**src/rtl/pipe_ctrl_pkg.sv**
```systemverilog
// rtl/pipe_ctrl_pkg.sv - shared FSM encodings, stall-source priority and defaults for pipe_stall_ctrl
package pipe_ctrl_pkg;

  localparam int MD_TIMEOUT_DEF = 64;

  localparam logic [1:0] ST_RUN     = 2'd0;
  localparam logic [1:0] ST_MD_BUSY = 2'd1;
  localparam logic [1:0] ST_MD_DONE = 2'd2;

  typedef enum logic [1:0] {
    SRC_NONE = 2'd0,
    SRC_LW   = 2'd1,
    SRC_MD   = 2'd2,
    SRC_MEM  = 2'd3
  } stall_src_e;

  // Highest-priority stall source wins: dmem wait, then mul/div, then load-use.
  function automatic stall_src_e stall_src(input logic mem_wait, input logic md_wait,
                                           input logic lw_wait);
    if (mem_wait) return SRC_MEM;
    if (md_wait) return SRC_MD;
    if (lw_wait) return SRC_LW;
    return SRC_NONE;
  endfunction

endpackage

```
**src/rtl/md_timeout_ctr.sv**
```systemverilog
// rtl/md_timeout_ctr.sv - mul/div timeout counter with clear, enable and terminal-count flag
module md_timeout_ctr
  import pipe_ctrl_pkg::*;
#(
  parameter int TC = MD_TIMEOUT_DEF
) (
  input  logic clk_i,
  input  logic reset_i,
  input  logic clr_i,
  input  logic en_i,
  output logic tc_o
);

  localparam int W = $clog2(TC + 1);

  logic [W-1:0] cnt_q, cnt_d;

  always_comb begin
    cnt_d = cnt_q;
    if (clr_i) cnt_d = '0;
    else if (en_i) cnt_d = cnt_q + W'(1);
  end

  always_ff @(posedge clk_i) begin
    if (reset_i) cnt_q <= '0;
    else cnt_q <= cnt_d;
  end

  assign tc_o = en_i && (cnt_q == W'(TC - 1));

endmodule

```
**src/rtl/pipe_stall_ctrl.sv**
```systemverilog
// rtl/pipe_stall_ctrl.sv - pipeline stall/flush sequencer with mul/div handshake
// Optional perf counters enabled by defining PIPE_STALL_PERF_EN.
module pipe_stall_ctrl
  import pipe_ctrl_pkg::*;
#(
  parameter int MD_TIMEOUT = MD_TIMEOUT_DEF
`ifdef PIPE_STALL_PERF_EN
  , parameter int PERF_W = 32
`endif
) (
  input  logic clk,
  input  logic reset,
  input  logic lw_stall,
  input  logic pc_src_e,
  input  logic md_op_e,
  input  logic md_done,
  input  logic dmem_ready,
  output logic stall_f,
  output logic stall_d,
  output logic stall_e,
  output logic stall_m,
  output logic flush_d,
  output logic flush_e,
  output logic flush_m,
  output logic flush_w,
  output logic md_start,
  output logic md_err,
  output logic busy
`ifdef PIPE_STALL_PERF_EN
  ,
  output logic [PERF_W-1:0] perf_md_cyc,
  output logic [PERF_W-1:0] perf_mem_cyc,
  output logic [PERF_W-1:0] perf_lw_cyc
`endif
);

  logic [1:0] state_q, state_d;
  logic       md_tc, md_cnt_en, md_cnt_clr;
  logic       start_c, err_c, md_wait, redirect;
  stall_src_e src;

  assign md_cnt_en  = (state_q == ST_MD_BUSY);
  assign md_cnt_clr = !md_cnt_en || md_done || md_tc;

  md_timeout_ctr #(.TC(MD_TIMEOUT)) u_md_ctr (
    .clk_i   (clk),
    .reset_i (reset),
    .clr_i   (md_cnt_clr),
    .en_i    (md_cnt_en),
    .tc_o    (md_tc)
  );

  // A memory wait freezes RUN and MD_DONE; MD_BUSY keeps listening for done/timeout.
  always_comb begin
    state_d = state_q;
    start_c = 1'b0;
    err_c   = 1'b0;
    case (state_q)
      ST_RUN: begin
        if (md_op_e && dmem_ready) begin
          start_c = 1'b1;
          state_d = ST_MD_BUSY;
        end
      end
      ST_MD_BUSY: begin
        if (md_done) begin
          state_d = ST_MD_DONE;
        end else if (md_tc) begin
          err_c   = 1'b1;
          state_d = ST_MD_DONE;
        end
      end
      ST_MD_DONE: begin
        if (dmem_ready) state_d = ST_RUN;
      end
      default: state_d = ST_RUN;
    endcase
  end

  always_ff @(posedge clk) begin
    if (reset) state_q <= ST_RUN;
    else state_q <= state_d;
  end

  assign md_wait  = (state_q == ST_MD_BUSY) || ((state_q == ST_RUN) && md_op_e);
  assign src      = stall_src(!dmem_ready, md_wait, lw_stall && !pc_src_e);
  // Redirect only when E is free to move; otherwise the branch re-presents later.
  assign redirect = dmem_ready && !md_wait && pc_src_e;

  always_comb begin
    stall_f  = 1'b0;
    stall_d  = 1'b0;
    stall_e  = 1'b0;
    stall_m  = 1'b0;
    flush_d  = 1'b0;
    flush_e  = 1'b0;
    flush_m  = 1'b0;
    flush_w  = 1'b0;
    md_start = 1'b0;
    md_err   = 1'b0;
    if (!reset) begin
      md_start = start_c;
      md_err   = err_c;
      case (src)
        SRC_MEM: begin
          stall_f = 1'b1;
          stall_d = 1'b1;
          stall_e = 1'b1;
          stall_m = 1'b1;
          flush_w = 1'b1;
        end
        SRC_MD: begin
          stall_f = 1'b1;
          stall_d = 1'b1;
          stall_e = 1'b1;
          flush_m = 1'b1;
        end
        SRC_LW: begin
          stall_f = 1'b1;
          stall_d = 1'b1;
          flush_e = 1'b1;
        end
        default: ;
      endcase
      if (redirect) begin
        flush_d = 1'b1;
        flush_e = 1'b1;
      end
    end
  end

  assign busy = (state_q != ST_RUN);

`ifdef PIPE_STALL_PERF_EN
  logic [PERF_W-1:0] perf_md_q, perf_mem_q, perf_lw_q;

  always_ff @(posedge clk) begin
    if (reset) begin
      perf_md_q  <= '0;
      perf_mem_q <= '0;
      perf_lw_q  <= '0;
    end else begin
      if (src == SRC_MD && perf_md_q != '1) perf_md_q <= perf_md_q + PERF_W'(1);
      if (src == SRC_MEM && perf_mem_q != '1) perf_mem_q <= perf_mem_q + PERF_W'(1);
      if (src == SRC_LW && perf_lw_q != '1) perf_lw_q <= perf_lw_q + PERF_W'(1);
    end
  end

  assign perf_md_cyc  = perf_md_q;
  assign perf_mem_cyc = perf_mem_q;
  assign perf_lw_cyc  = perf_lw_q;
`endif

endmodule

```
**config.mk**
```make
export PLATFORM = sky130hd
export DESIGN_NAME = pipe_stall_ctrl
export DESIGN_NICKNAME = d
export VERILOG_FILES = /design/src/rtl/pipe_ctrl_pkg.sv /design/src/rtl/md_timeout_ctr.sv /design/src/rtl/pipe_stall_ctrl.sv
export SDC_FILE = /design/constraint.sdc
export NUM_CORES = 1
export LEC_CHECK = 0
export CORE_AREA = 2 2 39 41
export DETAILED_ROUTE_END_ITERATION = 10
export DIE_AREA = 0 0 41 43
export PLACE_DENSITY = 0.79
export SYNTH_ARGS = -nofsm -noshare
export SYNTH_HDL_FRONTEND = slang
export SYNTH_SLANG_ARGS = --single-unit
```
**constraint.sdc**
```tcl
create_clock -name clk -period 1.7 [get_ports clk]
set_clock_uncertainty 0.1 [all_clocks]
set_input_delay 0.255 -clock clk [delete_from_list [all_inputs] [get_ports clk]]
set_output_delay 0.255 -clock clk [all_outputs]
set_load 0.01 [all_outputs]
```
# Word level (Yosys, flattened, before mapping)
# Index checks and enable logic that the tools add are counted.
[totals]
reg_bits = 9
[classes]
addsub = 1
n_eq_ne = 9
n_mux = 36
reduce_logical = 18
[op_table]
columns = ["op", "count"]
rows = [
  ["$mux 1", 25],
  ["$mux 2", 10],
  ["$add 7x1->7 const B", 1],
  ["$eq 7x6->1 const B", 1],
  ["$eq 2x2->1 const B", 3],
  ["$logic_and 1x1->1", 6],
  ["$pmux 2 s3", 1],
  ["$eq 2x1->1 const B", 2],
  ["$ne 2x2->1 const B", 2],
  ["$reduce_or 2->1", 2],
  ["$logic_not 1->1", 3],
  ["$logic_or 1x1->1", 3],
  ["$ne 3x3->1 const B", 1],
  ["$reduce_and 3->1", 1],
  ["$reduce_or 3->1", 1],
  ["$logic_not 2->1", 1],
  ["$reduce_bool 2->1", 1],
]

# Logic depth before layout (Yosys ltp)
# Gate-level depths: netlist of the first run.
[logic_depth]
word_depth = 14
mapped_depth = 4
ltp_nobuf = 4

# Hierarchy
# From an unflattened synthesis of the first run, not the netlist that was laid out.
[hier_totals]
cells_unflattened = 64
hier_area_um2 = 535.5
[modules_own_cells]
columns = ["mod", "n_inst", "cells_per_inst", "area_per_inst_um2", "seq_area_each_um2"]
rows = [
  ["md_timeout_ctr", 1, 34, 322.8, 140.1],
  ["pipe_stall_ctrl", 1, 30, 212.7, 40.0],
]

# Worst setup path before layout of the first run
# Ideal clock, no wire load.
[synth_path]
path_type = "register to output"
from = "reg state_q[1]"
to = "out md_err"
t_arrival_ns = 1.047
required_ns = 1.345
path_slack_ns = 0.298
path_stages_with_launch = 3
path_buffers = 0
path_cell_list = "dfxtp_1 -> nor4b_2 -> nor3b_1"
[synth_between]
elab_chain_len = 6
[synth_rtl]
columns = ["item", "line_no", "rtl"]
rows = [
  ["from (decl)", "pipe_stall_ctrl.sv:37", "logic [1:0] state_q, state_d;"],
  ["from (signal assigned)", "pipe_stall_ctrl.sv:82", "else state_q <= state_d;"],
  ["$eq 2x1->1 *", "pipe_stall_ctrl.sv:42, pipe_stall_ctrl.sv:58", ""],
  ["$logic_and 1x1->1", "md_timeout_ctr.sv:29", "assign tc_o = en_i && (cnt_q == W'(TC - 1));"],
  ["$mux 1", "pipe_stall_ctrl.sv:68", "end else if (md_tc) begin"],
  ["$mux 1", "pipe_stall_ctrl.sv:66", "if (md_done) begin"],
  ["$mux 1 *", "pipe_stall_ctrl.sv:58", "case (state_q)"],
  ["$mux 1 *", "pipe_stall_ctrl.sv:101", "if (!reset) begin"],
  ["to (decl)", "pipe_stall_ctrl.sv:27", "output logic md_err,"],
]
# Mark *: on every way between the ends. The rest lies on a longest branch, timed or not.

# Final worst setup path of the first run
[layout_path]
from = "in dmem_ready"
to = "out flush_e"
[layout_between]
elab_chain_len = 5
[layout_rtl]
columns = ["item", "line_no", "rtl"]
rows = [
  ["from (decl)", "pipe_stall_ctrl.sv:17", "input logic dmem_ready,"],
  ["$mux 2", "pipe_ctrl_pkg.sv:21", "if (md_wait) return SRC_MD;"],
  ["$eq 2x1->1", "pipe_stall_ctrl.sv:104", "case (src)"],
  ["$mux 1", "pipe_stall_ctrl.sv:104", ""],
  ["$mux 1 *", "pipe_stall_ctrl.sv:125", "if (redirect) begin"],
  ["$mux 1 *", "pipe_stall_ctrl.sv:101", ""],
  ["to (decl)", "pipe_stall_ctrl.sv:23", "output logic flush_e,"],
]
# Marked as above.

==> flow_metrics.env, run 1 <==
export IMPL_outcome="finished clean"
export IMPL_cts_inserted_buffers=3
export IMPL_powerDensity_mw_per_mm2=579.7
export IMPL_hold_path_class="primary input to flip-flop"
export IMPL_drt_iter0_drc=4
export IMPL_cp_num_buf_inv=2
export IMPL_io_pins=18
export IMPL_hold_viol_final=0
export IMPL_worst_pin_slew_ns=0.3075
export IMPL_drtPass1Iterations=4
export IMPL_endpoint_kind="output port"
export IMPL_ant_nets=0
export IMPL_stdcell_count=104
export IMPL_drive_gt1_share_pct=36.36
export IMPL_fill_cells=132
export IMPL_synthFlopType="dfxtp_1"
export IMPL_fin_crit_sh_pct=96.78
export IMPL_slew_violations=0
export IMPL_finalSetupTns_ns=0
export IMPL_r2r_slack_ns=0.30
export IMPL_synthDistinctLibCells=27
export IMPL_swShare_pct=24.63
export IMPL_die_height_um=43
export IMPL_critPathMaxStageDelay_ns=0.48
export IMPL_p_comb_share_pct=19.2
export IMPL_antenna_cells=0
export IMPL_finalCriticalPeriod_ns=1.645
export IMPL_syn_area_um2=490.5
export IMPL_cts_sink_count=9
export IMPL_synth_seq_cells=9
export IMPL_portBuffers=17
export IMPL_placed_area_um2=755.7
export IMPL_drcViolationCount=0
export IMPL_synth_nets=64
export IMPL_cts_root_buf="clkbuf_4"
export IMPL_clockPowerShare_pct=35.0
export IMPL_avgSynthCellArea_um2=8.758
export IMPL_peakVddDrop_uv=262.2
export IMPL_grt_use_total_pct=16.47
export IMPL_cts_tree="yes"
export IMPL_dp_hpwl_um=910.8
export IMPL_worstSetupPathType="primary input to output port"
export IMPL_postSynthCellCount=56
export IMPL_fp_dieArea_mm2=0.001763
export IMPL_cap_violations=0
export IMPL_synthArstFlopShare_pct=0
export IMPL_p_int_mw=0.3564
export IMPL_cp_start_kind="primary input"
export IMPL_crit_chain="clkdlybuf4s50_1, nor2b_4, o211a_1, dlygate4sd2_1"
export IMPL_clockBufferDepth=2
export IMPL_slew_limit_headroom_pct=79.49
export IMPL_synth_enable_flop_cells=0
export IMPL_overflow=0
export IMPL_grt_pass1_vias=513
export IMPL_clock_latency_ns=0.26
export IMPL_fp_coreArea_mm2=0.001384
export IMPL_leakage_nw=0.3663
export IMPL_gp_routability_congestion=0.6997
export IMPL_clkTransAtPathRegs_ns=0.06
export IMPL_hold_slack_ns=0.3532
export IMPL_wire_per_inst_um=12.20
export IMPL_die_w_um=41
export IMPL_syn_to_final_growth_pct=66.33
export IMPL_grt_setup_unrepaired="no"
export IMPL_avgViaCountPerCell=5.125
export IMPL_yosysSeqAreaShare_pct=36.73
export IMPL_wirelength_um=1269
export IMPL_p_switching_mw=0.1165
export IMPL_nNetsFinal=97
export IMPL_grt_start_max_net_pins=8
export IMPL_fin_ws_ns=0.05467
export IMPL_htreeDepth=1
export IMPL_rows=14
export IMPL_num_vias=533
export IMPL_seqPwrFrac_pct=45.8
export IMPL_grt_pass1_wl_um=1925
export IMPL_crit_fanout=3
export IMPL_start_util_pct=35.44
export IMPL_final_area_um2=815.8
export IMPL_setup_viol_count_final=0
export IMPL_required_ns=1.34
export IMPL_antenna_found_initial=0
export IMPL_dp_slack_ns=-0.5246
export IMPL_path_delay_family="buffers and inverters"
export IMPL_place_inst=99
export IMPL_yosysWarnings=0
export IMPL_fmaxAchievable_mhz=607.8
export IMPL_slowest_stage="clkdlybuf4s50_1"
export IMPL_critPathArrivalTime_ns=1.29
-- stage by stage --
step / utilization (%) / total power [mW]
2_1_floorplan: - / 0.2551
3_3_place_gp: 54.61 / 0.3136
3_5_place_dp: 54.61 / 0.3142
4_1_cts: 57.78 / 0.4771
5_1_grt: 58.95 / 0.4946
6_report: 58.95 / 0.4729
-- power groups by stage --
| stage | Sequential [mW] | Combinational (mW) | Clock [mW] |
|---|---|---|---|
| finish | 0.217 | 0.0909 | 0.165 |
| global route | 0.217 | 0.0985 | 0.179 |
| CTS | 0.216 | 0.0876 | 0.173 |
| detailed placement | 0.221 | 0.0933 | 0 |
| global placement | 0.221 | 0.0929 | 0 |
| floorplan | 0.221 | 0.0344 | 0 |
-- worst min-delay path: stages --
cell            delay [ns]
dlymetal6s2s_1        0.15
and3_1                0.18
nand2b_1              0.10
-- layout make-up --
cell class              count  area [µm²]  area share [%]
multi-input cells          43       327.8           40.18
well taps                  16       20.02           2.454
flip-flops and latches      9       185.2           22.70
inverters                   2       7.507          0.9202
repair buffers             30       249.0           30.52
clock buffers               4       26.28           3.221
-- cell families (layout without fill, tap and decap cells) --
kind of cell / after synthesis / after routing / share of synthesized area [%]
AOI/OAI and AO/OA: 15 / 15 / 20.41
xor gates and xnor gates: 1 / 1 / 1.786
adders and majority gates: 1 / 1 / 2.551
buffers and inverters: 4 / 36 / 4.592
DFF: 9 / 9 / 36.73
muxes: 1 / 1 / 2.041
and+or+nand+nor: 25 / 25 / 31.89
-- cell usage in the layout, fill, tap and decap left out, types with 2 or more instances in the layout --
cell | Yosys | layout
inv_1 | 2 | 2
nand2b_1 | 4 | 4
nand2_1 | 2 | 2
or3_1 | 3 | 3
buf_4 | 2 | 13
a21oi_1 | 5 | 5
dfxtp_1 | 9 | 7
nor2_1 | 4 | 3
nor3b_2 | 0 | 2
clkbuf_2 | 0 | 2
clkdlybuf4s15_2 | 0 | 2
dlygate4sd2_1 | 0 | 7
nand3b_1 | 2 | 2
clkdlybuf4s50_1 | 0 | 3
and3_1 | 2 | 2
o21ai_0 | 3 | 3
clkbuf_4 | 0 | 3
o211a_1 | 2 | 2
-- Yosys cell counts, types with 2 or more instances --
cell type | n | share of area (%)
nand2b_1 | 4 | 5.1
nor3b_1 | 2 | 3.1
o21ai_0 | 3 | 3.1
inv_1 | 2 | 1.5
nor2_1 | 4 | 3.1
o211a_1 | 2 | 4.1
buf_4 | 2 | 3.1
or3_1 | 3 | 3.8
a21oi_1 | 5 | 5.1
dfxtp_1 | 9 | 37
nand2_1 | 2 | 1.5
and3_1 | 2 | 2.6
nand3b_1 | 2 | 3.1
-- routing by layer --
layer	global-route usage, %	part of all wire [%]
met5	0	0
met4	12.00	2.1
met3	3.665	7.6
met2	29.69	51
met1	14.15	39
-- registers in the layout, summed over array words and instances, names as in the netlist --
signal	cells
state_q	2
u_md_ctr.cnt_q	7
-- path summary, 6_finish.rpt --
| check | start | end | depth (start not counted) |
|---|---|---|---|
| setup / recovery | dmem_ready | flush_e | 4 |
| hold / removal | md_op_e | state_q[0]$_SDFFE_PP0P_ | 3 |
| setup reg to reg | u_md_ctr.cnt_q[1]$_SDFFE_PP0N_ | u_md_ctr.cnt_q[4]$_SDFFE_PP0N_ | 4 |
| hold reg to reg | u_md_ctr.cnt_q[5]$_SDFFE_PP0N_ | u_md_ctr.cnt_q[5]$_SDFFE_PP0N_ | 2 |
-- what timing repair did --
action	CTS	global route
hold buffers	0	0
setup endpoints to repair	11	8
pin swaps	2	0
gates resized for setup	27	11
setup buffers	1	0
Power figures use the tool's default switching activity.
==> inputs of run 2 (changes only) <==
SLEW_MARGIN = 20   (was unset)
==> results of run 2 <==
The final DEF is identical to that of run 1; final timing and power are the same.
==> inputs of run 3 (changes only) <==
PLACE_DENSITY = 0.66   (was 0.79)
TNS_END_PERCENT = 100   (was unset)
==> flow_metrics.env, run 3 (synthesis results as in run 1) <==
export IMPL_drt_iter0_drc=7
export IMPL_portBuffers=17
export IMPL_leakage_nw=0.3943
export IMPL_slew_violations=0
export IMPL_wirelength_um=1242
export IMPL_ant_nets=0
export IMPL_min_to="state_q[1]$_SDFFE_PP0P_"
export IMPL_hold_viol_final=0
export IMPL_hold_path_class="primary input to flip-flop"
export IMPL_start_util_pct=35.44
export IMPL_fin_ws_ns=0.06134
export IMPL_dp_hpwl_um=960.2
export IMPL_grt_start_max_net_pins=8
export IMPL_setup_viol_count_final=0
export IMPL_gp_routability_congestion=0.7023
export IMPL_clkTransAtPathRegs_ns=0.06
export IMPL_cp_start_kind="primary input"
export IMPL_dp_slack_ns=-0.4489
export IMPL_final_area_um2=835.8
export IMPL_grt_pass1_vias=541
export IMPL_num_vias=548
export IMPL_grt_pass1_wl_um=2021
export IMPL_die_height_um=43
export IMPL_avgViaCountPerCell=5.121
export IMPL_cts_root_buf="clkbuf_4"
export IMPL_crit_fanout=2
export IMPL_r2r_slack_ns=0.29
export IMPL_largestRegisters="u_md_ctr.cnt_q (7), state_q (2)"
export IMPL_fmaxAchievable_mhz=610.3
export IMPL_place_inst=101
export IMPL_largest_register_ffs=7
export IMPL_critPathArrivalTime_ns=1.28
export IMPL_cts_inserted_buffers=3
export IMPL_antenna_cells=0
export IMPL_wire_per_inst_um=11.61
export IMPL_rr_endpoint="u_md_ctr.cnt_q[5]$_SDFFE_PP0N_"
export IMPL_endpoint_kind="output port"
export IMPL_drcViolationCount=0
export IMPL_fin_crit_sh_pct=96.39
export IMPL_syn_to_final_growth_pct=70.41
export IMPL_clock_latency_ns=0.26
export IMPL_min_path_cells=3
export IMPL_nNetsFinal=100
export IMPL_peakVddDrop_uv=354.0
export IMPL_cts_tree="yes"
export IMPL_final_common_cell="buf_4"
export IMPL_rows=14
export IMPL_cts_sink_count=9
export IMPL_outcome="finished clean"
export IMPL_drive_gt1_share_pct=40.66
export IMPL_finalSetupTns_ns=0
export IMPL_required_ns=1.34
export IMPL_worstHoldStart="md_done"
export IMPL_fp_coreArea_mm2=0.001384
export IMPL_grt_use_total_pct=17.20
export IMPL_die_w_um=41
export IMPL_final_core_util_pct=60.40
export IMPL_rr_startpoint="state_q[1]$_SDFFE_PP0P_"
export IMPL_finalCriticalPeriod_ns=1.639
export IMPL_drtPass1Iterations=4
export IMPL_stdcell_count=107
export IMPL_regMostFlops="u_md_ctr.cnt_q"
export IMPL_powerDensity_mw_per_mm2=569.0
export IMPL_ctsHoldBuffers=0
export IMPL_mostFrequentLayoutCells="16 x buf_4, 7 x dfxtp_1, 5 x a21oi_1"
export IMPL_cap_violations=0
export IMPL_io_pins=18
export IMPL_worst_pin_slew_ns=0.3185
export IMPL_worstRegToRegCells=6
export IMPL_slew_limit_headroom_pct=78.76
export IMPL_overflow=0
export IMPL_fp_dieArea_mm2=0.001763
export IMPL_antenna_found_initial=0
export IMPL_worstSetupPathType="primary input to output port"
export IMPL_placed_area_um2=770.7
export IMPL_clockBufferDepth=2
export IMPL_htreeDepth=1
[run 3: worst max-delay path, stage by stage]
cell             delay [ns]
clkdlybuf4s50_1        0.41
nand2b_1               0.15
a31oi_1                0.21
clkdlybuf4s15_1        0.27
[run 3: final cells by class]
class / count / area (µm²)
Multi-Input combinational cell: 43 / 324.1
Fill cell: 131 / 548.0
Tap cell: 16 / 20.02
Timing Repair Buffer: 33 / 275.3
Sequential cell: 9 / 182.7
Inverter: 2 / 7.507
Clock buffer: 4 / 26.28
[run 3: worst max-delay path by stage]
stage / end / slack [ns] / from / cells after the start
after global placement: md_err / -0.43 / reset / 4
after detailed placement: md_err / -0.45 / reset / 4
final: stall_f / 0.06 / pc_src_e / 4
after CTS: flush_d / -0.04 / md_op_e / 4
after global routing: md_err / -0.01 / state_q[1]$_SDFFE_PP0P_ / 3
after floorplan: md_err / 0.30 / state_q[1]$_SDFFE_PP0P_ / 2
[run 3: layer usage]
| layer | global-route usage, % | up-vias | routed length (µm) |
|---|---|---|---|
| met1 | 15.86 | 252 | 489 |
| met4 | 8.000 | 0 | 0 |
| met3 | 6.806 | 0 | 76 |
| met2 | 30.31 | 19 | 676 |
| met5 | 0 | - | 0 |
| li1 | - | 277 | - |
[run 3: timing repair]
item	4_1_cts	5_1_grt
endpoints found under the hold margin	0	0
resized for setup	25	15
setup endpoints to repair	11	10
pin swaps	2	2
setup buffers	1	1
[run 3: power breakdown]
group / switching, mW / internal (mW) / total [mW]
logic: 0.0373 / 0.0542 / 0.0914
clock network: 0.0761 / 0.0906 / 0.167
registers: 0.00384 / 0.214 / 0.218
total: 0.117 / 0.358 / 0.476
[run 3: stage by stage]
stage | hold slack, ns | power, mW
after floorplan | 0.2558 | 0.2551
after global placement | 0.3327 | 0.3138
after detailed placement | 0.3391 | 0.3142
after CTS | 0.3495 | 0.4785
after global routing | 0.3444 | 0.4987
final | 0.3464 | 0.4756
